<file path="src/rtl/car_sensor_emulator.sv">
// car_sensor_emulator: generates the two-beam gate-sensor waveform of one car pass per start command.
// Optional abort/reverse support is compiled in when CAR_EMU_ABORT_EN is defined.
module car_sensor_emulator #(
    parameter int DWELL_W = 16,
    parameter int CNT_W   = 8
) (
    input  logic               clk,
    input  logic               rst,
    input  logic               start,
    input  logic               dir,
    input  logic [DWELL_W-1:0] dwell,
`ifdef CAR_EMU_ABORT_EN
    input  logic               abort,
    output logic               aborted,
`endif
    output logic               ready,
    output logic               busy,
    output logic               sensor1,
    output logic               sensor2,
    output logic               done,
    output logic [CNT_W-1:0]   pass_cnt
);

    typedef enum logic [2:0] {S_IDLE, S_PH1, S_PH2, S_PH3, S_GAP} state_t;

    state_t             r_state;
    logic               r_dir;
    logic [DWELL_W-1:0] r_dwell;
    logic [DWELL_W-1:0] r_cnt;
    logic [1:0]         r_sens;
    logic               r_ready;
    logic               r_busy;
    logic               r_done;
    logic [CNT_W-1:0]   r_pass_cnt;
    logic               w_rev;
    logic               w_abort_hit;
    logic [DWELL_W-1:0] w_dwell_eff;

    function automatic logic [1:0] f_pattern(state_t s, logic d);
        case (s)
            S_PH1:   return d ? 2'b01 : 2'b10;
            S_PH2:   return 2'b11;
            S_PH3:   return d ? 2'b10 : 2'b01;
            default: return 2'b00;
        endcase
    endfunction

    // Reversing walks back toward the entry side; PH1 leaves through GAP in both directions.
    function automatic state_t f_step(state_t s, logic rev);
        case (s)
            S_PH1:   return rev ? S_GAP : S_PH2;
            S_PH2:   return rev ? S_PH1 : S_PH3;
            S_PH3:   return rev ? S_PH2 : S_GAP;
            default: return S_IDLE;
        endcase
    endfunction

    assign w_dwell_eff = (dwell == '0) ? DWELL_W'(1) : dwell;

`ifdef CAR_EMU_ABORT_EN
    logic r_rev;
    logic r_aborted;
    assign w_rev       = r_rev;
    assign w_abort_hit = abort && !r_rev && (r_state inside {S_PH1, S_PH2, S_PH3});
    assign aborted     = r_aborted;
`else
    assign w_rev       = 1'b0;
    assign w_abort_hit = 1'b0;
`endif

    always_ff @(posedge clk or posedge rst) begin
        if (rst) begin
            r_state    <= S_IDLE;
            r_dir      <= 1'b0;
            r_dwell    <= '0;
            r_cnt      <= '0;
            r_sens     <= '0;
            r_ready    <= 1'b1;
            r_busy     <= 1'b0;
            r_done     <= 1'b0;
            r_pass_cnt <= '0;
`ifdef CAR_EMU_ABORT_EN
            r_rev      <= 1'b0;
            r_aborted  <= 1'b0;
`endif
        end else begin
            r_done <= 1'b0;
`ifdef CAR_EMU_ABORT_EN
            r_aborted <= 1'b0;
`endif
            if (r_state == S_IDLE) begin
                if (start) begin
                    r_state <= S_PH1;
                    r_dir   <= dir;
                    r_dwell <= w_dwell_eff;
                    r_cnt   <= w_dwell_eff - DWELL_W'(1);
                    r_sens  <= f_pattern(S_PH1, dir);
                    r_ready <= 1'b0;
                    r_busy  <= 1'b1;
`ifdef CAR_EMU_ABORT_EN
                    r_rev   <= 1'b0;
`endif
                end
            end else if (w_abort_hit) begin
                r_state <= f_step(r_state, 1'b1);
                r_sens  <= f_pattern(f_step(r_state, 1'b1), r_dir);
                r_cnt   <= r_dwell - DWELL_W'(1);
`ifdef CAR_EMU_ABORT_EN
                r_rev   <= 1'b1;
`endif
            end else if (r_cnt != '0) begin
                r_cnt <= r_cnt - DWELL_W'(1);
            end else begin
                r_cnt   <= r_dwell - DWELL_W'(1);
                r_state <= f_step(r_state, w_rev);
                r_sens  <= f_pattern(f_step(r_state, w_rev), r_dir);
                if (r_state == S_GAP) begin
                    r_ready <= 1'b1;
                    r_busy  <= 1'b0;
`ifdef CAR_EMU_ABORT_EN
                    r_aborted <= r_rev;
                    if (!r_rev) begin
`else
                    begin
`endif
                        r_done     <= 1'b1;
                        r_pass_cnt <= r_pass_cnt + CNT_W'(1);
                    end
                end
            end
        end
    end

    assign ready    = r_ready;
    assign busy     = r_busy;
    assign sensor1  = r_sens[1];
    assign sensor2  = r_sens[0];
    assign done     = r_done;
    assign pass_cnt = r_pass_cnt;

endmodule

</file>
<file path="config.mk">
export PLATFORM = sky130hd
export DESIGN_NAME = car_sensor_emulator
export DESIGN_NICKNAME = d
export VERILOG_FILES = /design/src/rtl/car_sensor_emulator.sv
export SDC_FILE = /design/constraint.sdc
export NUM_CORES = 1
export LEC_CHECK = 0
export BUFFER_PORTS_ARGS = -buffer_cell sky130_fd_sc_hd__buf_2
export CAP_MARGIN = 20
export CORE_ASPECT_RATIO = 1.1
export CORE_UTILIZATION = 55
export CTS_CLUSTER_DIAMETER = 120
export DETAILED_ROUTE_END_ITERATION = 8
export PLACE_DENSITY_LB_ADDON = 0.05
export SLEW_MARGIN = 20
export SYNTH_ARGS = -nofsm -noshare
export SYNTH_HDL_FRONTEND = slang
export SYNTH_SLANG_ARGS = --single-unit
</file>
<file path="constraint.sdc">
create_clock -name clk -period 2.9 [get_ports clk]
set_input_delay 0.29 -clock clk [delete_from_list [all_inputs] [get_ports clk]]
set_output_delay 0.29 -clock clk [all_outputs]
set_load 0.02 [all_outputs]
</file>
==> summary.txt, run 1 <==
Timing
  – F_max: just under 400 MHz
  – Worst Tran Pin Value: between 800 and 900 ps
  – Unrepaired setup endpoints after global routing: no
  – Ratio of final minimum period to clock period: 89.3%
  – Tmin final: ~2600 ps
  – Number of max-slew violations in the final report: 0
  – Post-route worst setup slack: between 300 and 400 ps
  – Setup TNS after final layout: 0 ps
  – Final-report hold violation count: 0
  – Fin Clk Skew: a little under 3 ps
  – Final count of negative-setup-slack endpoints: 0
  – Worst slew margin: 42.8%

Power and ir drop
  – Net Sw Frac: a little under a third
  – Switching power: between 500 and 600 uW
  – Sequential power share: between 40% and 50%
  – Combinational Power Share: approximately 22%
  – Power density relative to cell area: roughly 560 nW/um2
  – Leak pwr: roughly 0.0014 uW
  – Internal Pwr Total: approximately 1200 uW
  – Share of total power in the clock network: between 30% and 40%
  – Worst vdd rail ir drop: 0.000440 V

Place
  – Number of cells after detailed placement: 381
  – Worst slack, placed: 366 ps
  – Placer's final routability congestion estimate: about 0.95
  – DP HPWL: between 4 and 5 mm
  – Number of port buffers: 32
  – Placed Area: 3060 um2

Die
  – Row count: 27
  – Initial Utilization: between 50% and 60%
  – Overall die width: ~70 um
  – Height of the die: between 70 and 80 um
  – Num ports: 33
  – Placeable core area: approximately 5000 um2
  – Overall die area: about 5400 um2

Final layout
  – N_diodes: 0
  – Synthesis-to-finish area growth: 12.9%
  – Net count reported at finish: ~350
  – Share of layout cells above drive strength 1: 26.0%
  – Final Non-Filler Cells: about 400
  – Total of fill cells in the finished design: 428
  – Fin area: roughly 3200 um2

Clock network
  – Total clock sinks: 49
  – Clock latency reported for the late side of the worst-skew pair: 310 ps
  – Worst-case clock buffer depth: 2
  – Clock Pin Slew Worst Setup and Hold Paths: approximately 90 ps
  – Total setup buffers inserted after CTS: 0
  – H-tree levels: 2
  – Total CTS buffers: 5
  – Post-CTS Hold Buffers: 0
  – CTS Root Cell: sky130_fd_sc_hd__clkbuf_8
  – Number of gates given a new drive strength after cts: 0
  – CTS tree: yes

Route
  – Via/cell ratio: a little under 6
  – Number of design rule violations left after detail routing: 0
  – First-iteration detailed-routing DRC count: 104
  – Uppermost routed layer: met4
  – Routed metal-1 wirelength: between 2 and 3 mm
  – Detailed route wirelength on metal2: a little over 3 mm
  – Vias: about 2300
  – Met3 wirelength from detailed routing: about 360 um
  – Length of the first detailed-routing pass in iterations: 4
  – Post-DR wirelength/cell: between 15 and 20 um
  – Residual antenna-violating net count after detailed routing: 0
  – Final wirelength: about 6.5 mm

Critical path
  – CP peak stage delay: around 440 ps
  – Arrival time at the worst endpoint: roughly 2800 ps
  – Startpoint class of the critical path: flop
  – Register-to-Register Path Depth: 12
  – Startpoint of the most critical setup path: r_cnt[1]
  – Crit Path Class: reg -> reg
  – Type of element capturing the critical path: flop
  – Slowest cell on crit path: sky130_fd_sc_hd__dfrtp_1
  – Series of cell instances along the critical path: nor4_4, nand4_2, nor2_1, a21oi_1, nor2_1, a21oi_1, ha_1, o311ai_2, and3b_4, nand4_1, xor2_1, a21oi_1
  – Req. time, crit path: 3080 ps
  – Peak fanout along the critical path: 4
  – Dominant cell type by count on the critical path: sky130_fd_sc_hd__a21oi_1
  – Startpoint of the lowest-slack register-to-register path: r_cnt[1]
  – Setup slack on the worst flop-to-flop path: around 310 ps
  – Worst reg2reg endpoint: r_cnt[12]

Global route
  – Remaining Overflow, GRT: 0
  – Largest net degree at the start of global routing: 50
  – Combined global-route utilization of all metal layers: a little over a quarter
  – Initial antenna violation count: 0
  – Global-route wire length before repair: between 10 and 15 mm
  – Via count of the first global-routing pass: 2255

Worst hold path
  – Class of the most critical hold timing path: in -> async

Outcome
  – Outcome: complete, no violations

Flow run
  – Number of max-capacitance violations reported: 0

Synthesis
  – Instance count of the mapped netlist: 294
  – Synthesis warning total: 0
  – Number of synthesized flops with an enable pin: 0
  – Number of synthesized register bits: between 40 and 50
  – Synth Flop Type: sky130_fd_sc_hd__dfrtp_1
  – Average instance area after synthesis: around 9.6 um2
  – Library cells used by synthesis: 54
  – Sequential share of the synthesized area: 43.3%
  – Synthesized cell area: ~2800 um2
  – Async set or reset register ratio after synthesis: 100%
  – Number of nets in the synthesized netlist: between 300 and 400
## cells in the final DEF (no fill, tap or decap), types with 3 or more instances in the layout
| cell | netlist | routed |
|---|---|---|
| sky130_fd_sc_hd__buf_2 | 7 | 32 |
| sky130_fd_sc_hd__mux2i_1 | 6 | 6 |
| sky130_fd_sc_hd__a21oi_1 | 24 | 24 |
| sky130_fd_sc_hd__nor2_1 | 33 | 33 |
| sky130_fd_sc_hd__xnor2_1 | 9 | 9 |
| sky130_fd_sc_hd__and3_1 | 3 | 3 |
| sky130_fd_sc_hd__o21ai_1 | 8 | 8 |
| sky130_fd_sc_hd__nand4_1 | 8 | 8 |
| sky130_fd_sc_hd__nor3_1 | 6 | 6 |
| sky130_fd_sc_hd__clkbuf_8 | 0 | 5 |
| sky130_fd_sc_hd__buf_4 | 1 | 10 |
| sky130_fd_sc_hd__nor4_1 | 4 | 4 |
| sky130_fd_sc_hd__xor2_1 | 10 | 10 |
| sky130_fd_sc_hd__o21ai_0 | 13 | 13 |
| sky130_fd_sc_hd__nand2_1 | 34 | 34 |
| sky130_fd_sc_hd__a31oi_1 | 5 | 5 |
| sky130_fd_sc_hd__nand3_1 | 6 | 6 |
| sky130_fd_sc_hd__mux2_2 | 19 | 19 |
| sky130_fd_sc_hd__dfrtp_1 | 48 | 48 |
| sky130_fd_sc_hd__o31ai_1 | 5 | 5 |
## final cells by class
cell class / instances / area (um2) / area share, %
multi-input combinational: 229 / 1520 / 47.4
clock buffer: 5 / 68.8 / 2.15
timing repair buffer: 42 / 235 / 7.35
sequential: 49 / 1230 / 38.4
inverter: 3 / 12.5 / 0.391
tap: 58 / 72.6 / 2.27
clock inverter: 3 / 65.1 / 2.03
## worst max-delay path, delay by kind of cell (launching register included)
family                     cells  cell delay (ps)
DFF                            1              440
and+or+nand+nor                6             1230
xor gates and xnor gates       1              160
adders and majority gates      1              280
AOI/OAI and AO/OA              4              360
## state kept, by name, indices dropped and copies added, names as in the netlist
register and cells:
busy 1, done 1, pass_cnt 8, r_cnt 16
r_dir 1, r_dwell 16, r_sens 2, r_state 3
ready 1
## through the flow
stage                     utilization, %  power, uW  hold slack, ps
after floorplan                        -       1080             407
after global placement              61.7       1190             457
after detailed placement            61.7       1200             458
after CTS                           64.4       1780             210
after global routing                64.4       1870             189
final                               64.4       1780             118
## worst max path at each step
| stage | to | depth (start not counted) |
|---|---|---|
| after CTS | r_cnt[14] | 12 |
| final | r_cnt[12] | 12 |
| after detailed placement | r_cnt[14] | 12 |
| after floorplan | r_cnt[12] | 12 |
| after global routing | r_cnt[12] | 12 |
| after global placement | r_cnt[12] | 12 |
## per-layer routing
| layer | GRT usage, % | up-vias |
|---|---|---|
| met3 | 5.65 | 11 |
| li1 | - | 1127 |
| met4 | 9.60 | 0 |
| met2 | 41.8 | 69 |
| met1 | 36.0 | 1098 |
| met5 | 0 | - |
## power groups by stage
stage | clock, uW | sequential (uW) | combinational [uW]
final | 583 | 807 | 387
after global routing | 623 | 820 | 432
after CTS | 595 | 805 | 382
after detailed placement | 0 | 818 | 381
after floorplan | 0 | 803 | 279
after global placement | 0 | 819 | 373
## Yosys cell counts (4+ instances only)
master / n / share of area (%)
sky130_fd_sc_hd__a21oi_1: 24 / 4.2
sky130_fd_sc_hd__a31oi_1: 5 / 1.1
sky130_fd_sc_hd__buf_2: 7 / 1.2
sky130_fd_sc_hd__dfrtp_1: 48 / 42
sky130_fd_sc_hd__mux2_2: 19 / 7.6
sky130_fd_sc_hd__mux2i_1: 6 / 2.1
sky130_fd_sc_hd__nand2_1: 34 / 4.5
sky130_fd_sc_hd__nand3_1: 6 / 1.1
sky130_fd_sc_hd__nand4_1: 8 / 1.8
sky130_fd_sc_hd__nor2_1: 33 / 4.4
sky130_fd_sc_hd__nor3_1: 6 / 1.1
sky130_fd_sc_hd__nor4_1: 4 / 0.88
sky130_fd_sc_hd__o21ai_0: 13 / 2.3
sky130_fd_sc_hd__o21ai_1: 8 / 1.4
sky130_fd_sc_hd__o31ai_1: 5 / 1.3
sky130_fd_sc_hd__xnor2_1: 9 / 2.8
sky130_fd_sc_hd__xor2_1: 10 / 3.1
## cells by family after synthesis
kind of cell / synth area share (%)
buf+inv: 3.09
fa+ha+maj: 0.883
xor+xnor: 5.87
flops: 43.3
compound gates: 15.1
simple gates: 21.1
mux: 10.6
(Power assumes the default switching activity.)
==> run 2: changes to the inputs <==
--- a/config.mk
+++ b/config.mk
@@ -11,7 +11,7 @@
 export CORE_UTILIZATION = 55
 export CTS_CLUSTER_DIAMETER = 120
 export DETAILED_ROUTE_END_ITERATION = 8
-export PLACE_DENSITY_LB_ADDON = 0.05
+export PLACE_DENSITY_LB_ADDON = 0.08
 export SLEW_MARGIN = 20
 export SYNTH_ARGS = -nofsm -noshare
 export SYNTH_HDL_FRONTEND = slang
==> summary.txt, run 2 (same netlist as run 1, synthesis figures left out) <==
Die
  – Overall die width: 70.4 um (unchanged)
  – Num ports: 33 (unchanged)
  – Initial Utilization: 57.0% (unchanged)
  – Overall die area: 5440 um2 (unchanged)
  – Height of the die: 77.3 um (unchanged)
  – Row count: 27 (unchanged)
  – Placeable core area: 4970 um2 (unchanged)

Route
  – Post-DR wirelength/cell: 16.7 um (about the same)
  – Final wirelength: 6.47 mm (was 6.50 mm)
  – Vias: 2338 (was 2305)
  – Residual antenna-violating net count after detailed routing: 0 (unchanged)
  – Via/cell ratio: 6.03 (was 5.93)
  – First-iteration detailed-routing DRC count: 165 (was 104)
  – Number of design rule violations left after detail routing: 0 (unchanged)
  – Length of the first detailed-routing pass in iterations: 4 (unchanged)

Clock network
  – Post-CTS Hold Buffers: 0 (unchanged)
  – Worst-case clock buffer depth: 2 (unchanged)
  – Clock Pin Slew Worst Setup and Hold Paths: 90 ps (about the same)
  – Total clock sinks: 49 (unchanged)
  – CTS Root Cell: sky130_fd_sc_hd__clkbuf_8 (unchanged)
  – H-tree levels: 2 (unchanged)
  – Number of gates given a new drive strength after cts: 0 (unchanged)
  – Clock latency reported for the late side of the worst-skew pair: 300 ps (was 310 ps)
  – Total CTS buffers: 5 (unchanged)
  – Total setup buffers inserted after CTS: 0 (unchanged)
  – CTS tree: yes (unchanged)

Global route
  – Combined global-route utilization of all metal layers: 26.1% (was 26.6%)
  – Via count of the first global-routing pass: 2269 (was 2255)
  – Initial antenna violation count: 0 (unchanged)
  – Global-route wire length before repair: 11.1 mm (was 11.4 mm)
  – Largest net degree at the start of global routing: 50 (unchanged)
  – Remaining Overflow, GRT: 0 (unchanged)

Final layout
  – Total of fill cells in the finished design: 417 (was 428)
  – Fin area: 3140 um2 (was 3200 um2)
  – N_diodes: 0 (unchanged)
  – Commonest cells after routing, fill and taps aside: 48 x sky130_fd_sc_hd__dfrtp_1, 34 x sky130_fd_sc_hd__nand2_1, 33 x sky130_fd_sc_hd__nor2_1, 32 x sky130_fd_sc_hd__buf_2, 24 x sky130_fd_sc_hd__a21oi_1 (unchanged)
  – Leading cell type in the layout, fill and taps excluded: sky130_fd_sc_hd__dfrtp_1 (unchanged)
  – Sequential standard cell area: 1230 um2 (unchanged)
  – Net count reported at finish: 351 (was 352)
  – Share of layout cells above drive strength 1: 25.8% (was 26.0%)
  – Final Non-Filler Cells: 388 (was 389)
  – Synthesis-to-finish area growth: 11.0% (was 12.9%)
  – Multi-input gate area: 1520 um2 (unchanged)

Timing
  – Fin Clk Skew: 7.27 ps (was 2.97 ps)
  – Number of max-slew violations in the final report: 0 (unchanged)
  – Tmin final: 2640 ps (was 2590 ps)
  – Ratio of final minimum period to clock period: 91.2% (was 89.3%)
  – Worst Tran Pin Value: 839 ps (was 857 ps)
  – F_max: 378 MHz (was 386 MHz)
  – Final-report hold violation count: 0 (unchanged)
  – Post-route worst setup slack: 256 ps (was 311 ps)
  – Unrepaired setup endpoints after global routing: no (unchanged)
  – Worst slew margin: 44.1% (was 42.8%)
  – Setup TNS after final layout: 0 ps (unchanged)
  – Final count of negative-setup-slack endpoints: 0 (unchanged)

Critical path
  – Worst reg2reg endpoint: r_cnt[12] (unchanged)
  – Type of element capturing the critical path: flop (unchanged)
  – Req. time, crit path: 3070 ps (was 3080 ps)
  – Startpoint of the lowest-slack register-to-register path: r_cnt[1] (unchanged)
  – Crit Path Class: reg -> reg (unchanged)
  – Peak fanout along the critical path: 4 (unchanged)
  – Arrival time at the worst endpoint: 2810 ps (was 2770 ps)
  – Register-to-Register Path Depth: 12 (unchanged)
  – Startpoint class of the critical path: flop (unchanged)
  – Setup slack on the worst flop-to-flop path: 260 ps (was 310 ps)

Flow run
  – Number of max-capacitance violations reported: 0 (unchanged)

Power and ir drop
  – Leak pwr: 0.00135 uW (was 0.00138 uW)
  – Power density relative to cell area: 506 nW/um2 (was 555 nW/um2)
  – Post-layout total power: 1590 uW (was 1780 uW)
  – Worst vdd rail ir drop: 0.000330 V (was 0.000440 V)

Outcome
  – Outcome: complete, no violations (unchanged)

Place
  – Number of cells after detailed placement: 380 (was 381)
  – Worst slack, placed: 285 ps (was 366 ps)
  – Number of port buffers: 32 (unchanged)
  – Placed Area: 3060 um2 (about the same)
  – DP HPWL: 4.71 mm (was 4.63 mm)
  – Placer's final routability congestion estimate: 0.888 (was 0.947)

Worst hold path
  – Class of the most critical hold timing path: in -> async (unchanged)
[run 2: cell types whose count changed in the layout (fill, tap and decap cells not counted)]
cell,delta
sky130_fd_sc_hd__clkinv_2,+1
sky130_fd_sc_hd__buf_4,-1
sky130_fd_sc_hd__bufinv_16,-2
sky130_fd_sc_hd__clkinvlp_4,+1
[run 2: layer usage]
layer	share of wire, %	vias to the layer above	GRT usage, %
li1	-	1131	-
met1	45	1108	36.5
met2	48	88	41.2
met3	5.4	11	4.47
met4	1.4	0	8.40
met5	0	-	0
[run 2: worst max-delay path by stage]
| stage | from | endpoint | cells past startpoint | slack [ps] |
|---|---|---|---|---|
| after floorplan | r_state[2] | r_cnt[12] | 12 | 250 |
| after global placement | r_cnt[1] | r_cnt[12] | 12 | 310 |
| after detailed placement | r_cnt[1] | r_cnt[12] | 12 | 290 |
| after CTS | r_cnt[1] | r_cnt[12] | 12 | 250 |
| after global routing | r_cnt[1] | r_cnt[14] | 12 | 60 |
| final | r_cnt[1] | r_cnt[12] | 12 | 260 |
[run 2: final cells by class]
class | instances | area share [%]
multi-input cells | 229 | 48.3
flip-flops and latches | 49 | 39.0
repair buffers | 41 | 7.24
well taps | 58 | 2.31
clock buffers | 5 | 2.19
clock inverters | 3 | 0.557
inverters | 3 | 0.398
[run 2: critical path, cell delays in order, from the launching register on]
cell and delay, ps:
sky130_fd_sc_hd__dfrtp_1 450, sky130_fd_sc_hd__nor4_4 400, sky130_fd_sc_hd__nand4_2 170, sky130_fd_sc_hd__nor2_1 270, sky130_fd_sc_hd__a21oi_1 110, sky130_fd_sc_hd__nor2_1 100
sky130_fd_sc_hd__a21oi_1 60, sky130_fd_sc_hd__ha_1 250, sky130_fd_sc_hd__o311ai_2 110, sky130_fd_sc_hd__and3b_4 280, sky130_fd_sc_hd__nand4_1 90, sky130_fd_sc_hd__xor2_1 150
sky130_fd_sc_hd__a21oi_1 80
[run 2: per-stage QoR]
stage,util [%],hold slack [ps]
detailed placement,61.6,457
finish,63.3,112
CTS,63.3,236
floorplan,-,407
global placement,61.6,457
global route,63.3,190
[run 2: power breakdown]
group | switching, uW | internal [uW]
Combinational | 232 | 156
Clock | 228 | 167
Sequential | 71.2 | 739
Total | 531 | 1060
==> run 3: changes to the inputs <==
--- a/config.mk
+++ b/config.mk
@@ -5,12 +5,12 @@
 export SDC_FILE = /design/constraint.sdc
 export NUM_CORES = 1
 export LEC_CHECK = 0
-export BUFFER_PORTS_ARGS = -buffer_cell sky130_fd_sc_hd__buf_2
 export CAP_MARGIN = 20
 export CORE_ASPECT_RATIO = 1.1
 export CORE_UTILIZATION = 55
 export CTS_CLUSTER_DIAMETER = 120
 export DETAILED_ROUTE_END_ITERATION = 8
+export DONT_BUFFER_PORTS = 1
 export PLACE_DENSITY_LB_ADDON = 0.08
 export SLEW_MARGIN = 20
 export SYNTH_ARGS = -nofsm -noshare
==> summary.txt, run 3 (same netlist as run 1, synthesis figures left out) <==
Critical path
  – Req. time, crit path: 3100 ps (was 3070 ps)
  – Buf/Inv on CP: 0 (unchanged)
  – Arrival time at the worst endpoint: 2830 ps (was 2810 ps)
  – Peak fanout along the critical path: 4 (unchanged)
  – Series of cell instances along the critical path: nor4_4, nand4_2, nor2_1, a21oi_1, nor2_1, a21oi_1, ha_1, o311ai_2, and3b_4, nand4b_1, xor2_1, o21ai_1 (was nor4_4, nand4_2, nor2_1, a21oi_1, nor2_1, a21oi_1, ha_1, o311ai_2, and3b_4, nand4_1, xor2_1, a21oi_1)
  – Slowest cell on crit path: sky130_fd_sc_hd__dfrtp_1 (unchanged)
  – CP peak stage delay: 460 ps (was 450 ps)
  – Crit Path Class: reg -> reg (unchanged)
  – Type of element capturing the critical path: flop (unchanged)
  – Startpoint class of the critical path: flop (unchanged)
  – Gate family responsible for the most delay along the worst path: simple AND/OR/NAND/NOR gates (unchanged)

Clock network
  – Post-CTS Hold Buffers: 0 (unchanged)
  – Total setup buffers inserted after CTS: 0 (unchanged)
  – Number of gates given a new drive strength after cts: 0 (unchanged)
  – Worst-case clock buffer depth: 2 (unchanged)
  – Total CTS buffers: 5 (unchanged)
  – H-tree levels: 2 (unchanged)
  – Total clock sinks: 49 (unchanged)
  – CTS tree: yes (unchanged)
  – Clock Pin Slew Worst Setup and Hold Paths: 90 ps (about the same)
  – Clock latency reported for the late side of the worst-skew pair: 310 ps (was 300 ps)
  – CTS Root Cell: sky130_fd_sc_hd__clkbuf_8 (unchanged)

Outcome
  – Outcome: complete, but fails checks (was complete, no violations)
  – Failing checks: hold timing

Place
  – Placed Area: 2890 um2 (was 3060 um2)
  – Placer's final routability congestion estimate: 0.906 (was 0.888)
  – Number of port buffers: 0 (was 32)
  – DP HPWL: 4.51 mm (was 4.71 mm)

Die
  – Height of the die: 77.3 um (unchanged)
  – Num ports: 33 (unchanged)
  – Overall die width: 70.4 um (unchanged)
  – Row count: 27 (unchanged)
  – Placeable core area: 4970 um2 (unchanged)
  – Overall die area: 5440 um2 (unchanged)
  – Initial Utilization: 57.0% (unchanged)

Timing
  – Tmin final: 2630 ps (was 2640 ps)
  – Fin Clk Skew: 3.56 ps (was 7.27 ps)
  – Number of max-slew violations in the final report: 0 (unchanged)
  – F_max: 380 MHz (was 378 MHz)
  – Worst slew margin: 44.7% (was 44.1%)
  – Final-report hold violation count: 12 (was 0)
  – Unrepaired setup endpoints after global routing: no (unchanged)
  – Final count of negative-setup-slack endpoints: 0 (unchanged)
  – Setup TNS after final layout: 0 ps (unchanged)
  – Worst Tran Pin Value: 829 ps (was 839 ps)
  – Ratio of final minimum period to clock period: 90.7% (was 91.2%)
  – Hold slack final: -7.74 ps (was 112 ps)

Worst hold path
  – Class of the most critical hold timing path: in -> async (unchanged)

Power and ir drop
  – Leak pwr: 0.00121 uW (was 0.00135 uW)
  – Power density relative to cell area: 559 nW/um2 (was 506 nW/um2)
  – Worst vdd rail ir drop: 0.000340 V (was 0.000330 V)

Global route
  – Initial antenna violation count: 0 (unchanged)
  – Largest net degree at the start of global routing: 50 (unchanged)
  – Combined global-route utilization of all metal layers: 24.5% (was 26.1%)
  – Global-route wire length before repair: 10.4 mm (was 11.1 mm)
  – Remaining Overflow, GRT: 0 (unchanged)
  – Via count of the first global-routing pass: 2092 (was 2269)

Final layout
  – N_diodes: 0 (unchanged)
  – Total of fill cells in the finished design: 427 (was 417)
  – Fin area: 3010 um2 (was 3140 um2)
  – Multi-input gate area: 1520 um2 (unchanged)
  – Sequential standard cell area: 1230 um2 (unchanged)
  – Share of layout cells above drive strength 1: 17.5% (was 25.8%)
  – Net count reported at finish: 318 (was 351)
  – Synthesis-to-finish area growth: 6.27% (was 11.0%)
  – Commonest cells after routing, fill and taps aside: 48 x sky130_fd_sc_hd__dfrtp_1, 34 x sky130_fd_sc_hd__nand2_1, 33 x sky130_fd_sc_hd__nor2_1, 24 x sky130_fd_sc_hd__a21oi_1, 19 x sky130_fd_sc_hd__mux2_2 (was 48 x sky130_fd_sc_hd__dfrtp_1, 34 x sky130_fd_sc_hd__nand2_1, 33 x sky130_fd_sc_hd__nor2_1, 32 x sky130_fd_sc_hd__buf_2, 24 x sky130_fd_sc_hd__a21oi_1)
  – End-of-flow core utilization: 60.6% (was 63.3%)
  – Leading cell type in the layout, fill and taps excluded: sky130_fd_sc_hd__dfrtp_1 (unchanged)

Route
  – Residual antenna-violating net count after detailed routing: 0 (unchanged)
  – Via/cell ratio: 6.16 (was 6.03)
  – Length of the first detailed-routing pass in iterations: 4 (unchanged)
  – Number of design rule violations left after detail routing: 0 (unchanged)
  – Final wirelength: 6.32 mm (was 6.47 mm)
  – Post-DR wirelength/cell: 17.8 um (was 16.7 um)
  – First-iteration detailed-routing DRC count: 163 (was 165)
  – Vias: 2186 (was 2338)

Flow run
  – Number of max-capacitance violations reported: 0 (unchanged)
[run 3: cell types whose count changed in the layout (fill, tap and decap cells not counted), sizes merged]
cell    delta
buf       -33
clkinv     -2
bufinv     +1
clkbuf     +1
[run 3: final cells by class]
| class | count | share of cell area (%) |
|---|---|---|
| Multi-Input combinational cell | 229 | 50.4 |
| Sequential cell | 49 | 40.8 |
| Timing Repair Buffer | 8 | 2.00 |
| Tap cell | 58 | 2.41 |
| Inverter | 3 | 0.416 |
| Clock inverter | 2 | 1.25 |
| Clock buffer | 6 | 2.74 |
[run 3: path summary, 6_finish.rpt]
kind	start	endpoint	slack, ps	cells after the start
max	r_cnt[1]	r_cnt[14]	270	12
min	rst	r_dir	-8	1
max reg2reg	r_cnt[1]	r_cnt[14]	270	12
min reg2reg	r_dwell[12]	r_dwell[12]	510	1
max in group asynchronous	rst	r_dwell[9]	2420	1
min in group clk	dir	r_dir	110	2
[run 3: stage by stage]
| step | setup slack (ps) | total power [uW] | hold WS (ps) | cells |
|---|---|---|---|---|
| 6_report | 271 | 1680 | -7.74 | 355 |
| 5_1_grt | 34.4 | 1760 | 58.7 | 355 |
| 3_5_place_dp | 326 | 1170 | 421 | 347 |
| 3_3_place_gp | 320 | 1170 | 410 | 347 |
| 4_1_cts | 302 | 1690 | 94.0 | 355 |
| 2_1_floorplan | 251 | 1080 | 407 | 294 |
[run 3: layer usage]
layer	global-route usage, %	share of wire (%)	up-vias
met1	32.8	46	1049
met5	0	0	-
met4	7.40	1.1	0
li1	-	-	1065
met3	5.12	5.7	7
met2	39.8	47	65
[run 3: report_power, final]
group	leakage (uW)	switching [uW]	internal, uW
registers	0.000622	72.9	739
clock network	0.0000574	240	281
logic	0.000534	205	146
[run 3: worst reg2reg max path: stages, from the launching register on]
cell                       delay [ps]
sky130_fd_sc_hd__dfrtp_1          460
sky130_fd_sc_hd__nor4_4           400
sky130_fd_sc_hd__nand4_2          160
sky130_fd_sc_hd__nor2_1           200
sky130_fd_sc_hd__a21oi_1          100
sky130_fd_sc_hd__nor2_1           100
sky130_fd_sc_hd__a21oi_1           50
sky130_fd_sc_hd__ha_1             270
sky130_fd_sc_hd__o311ai_2         140
sky130_fd_sc_hd__and3b_4          290
sky130_fd_sc_hd__nand4b_1         120
sky130_fd_sc_hd__xor2_1           160
sky130_fd_sc_hd__o21ai_1           70
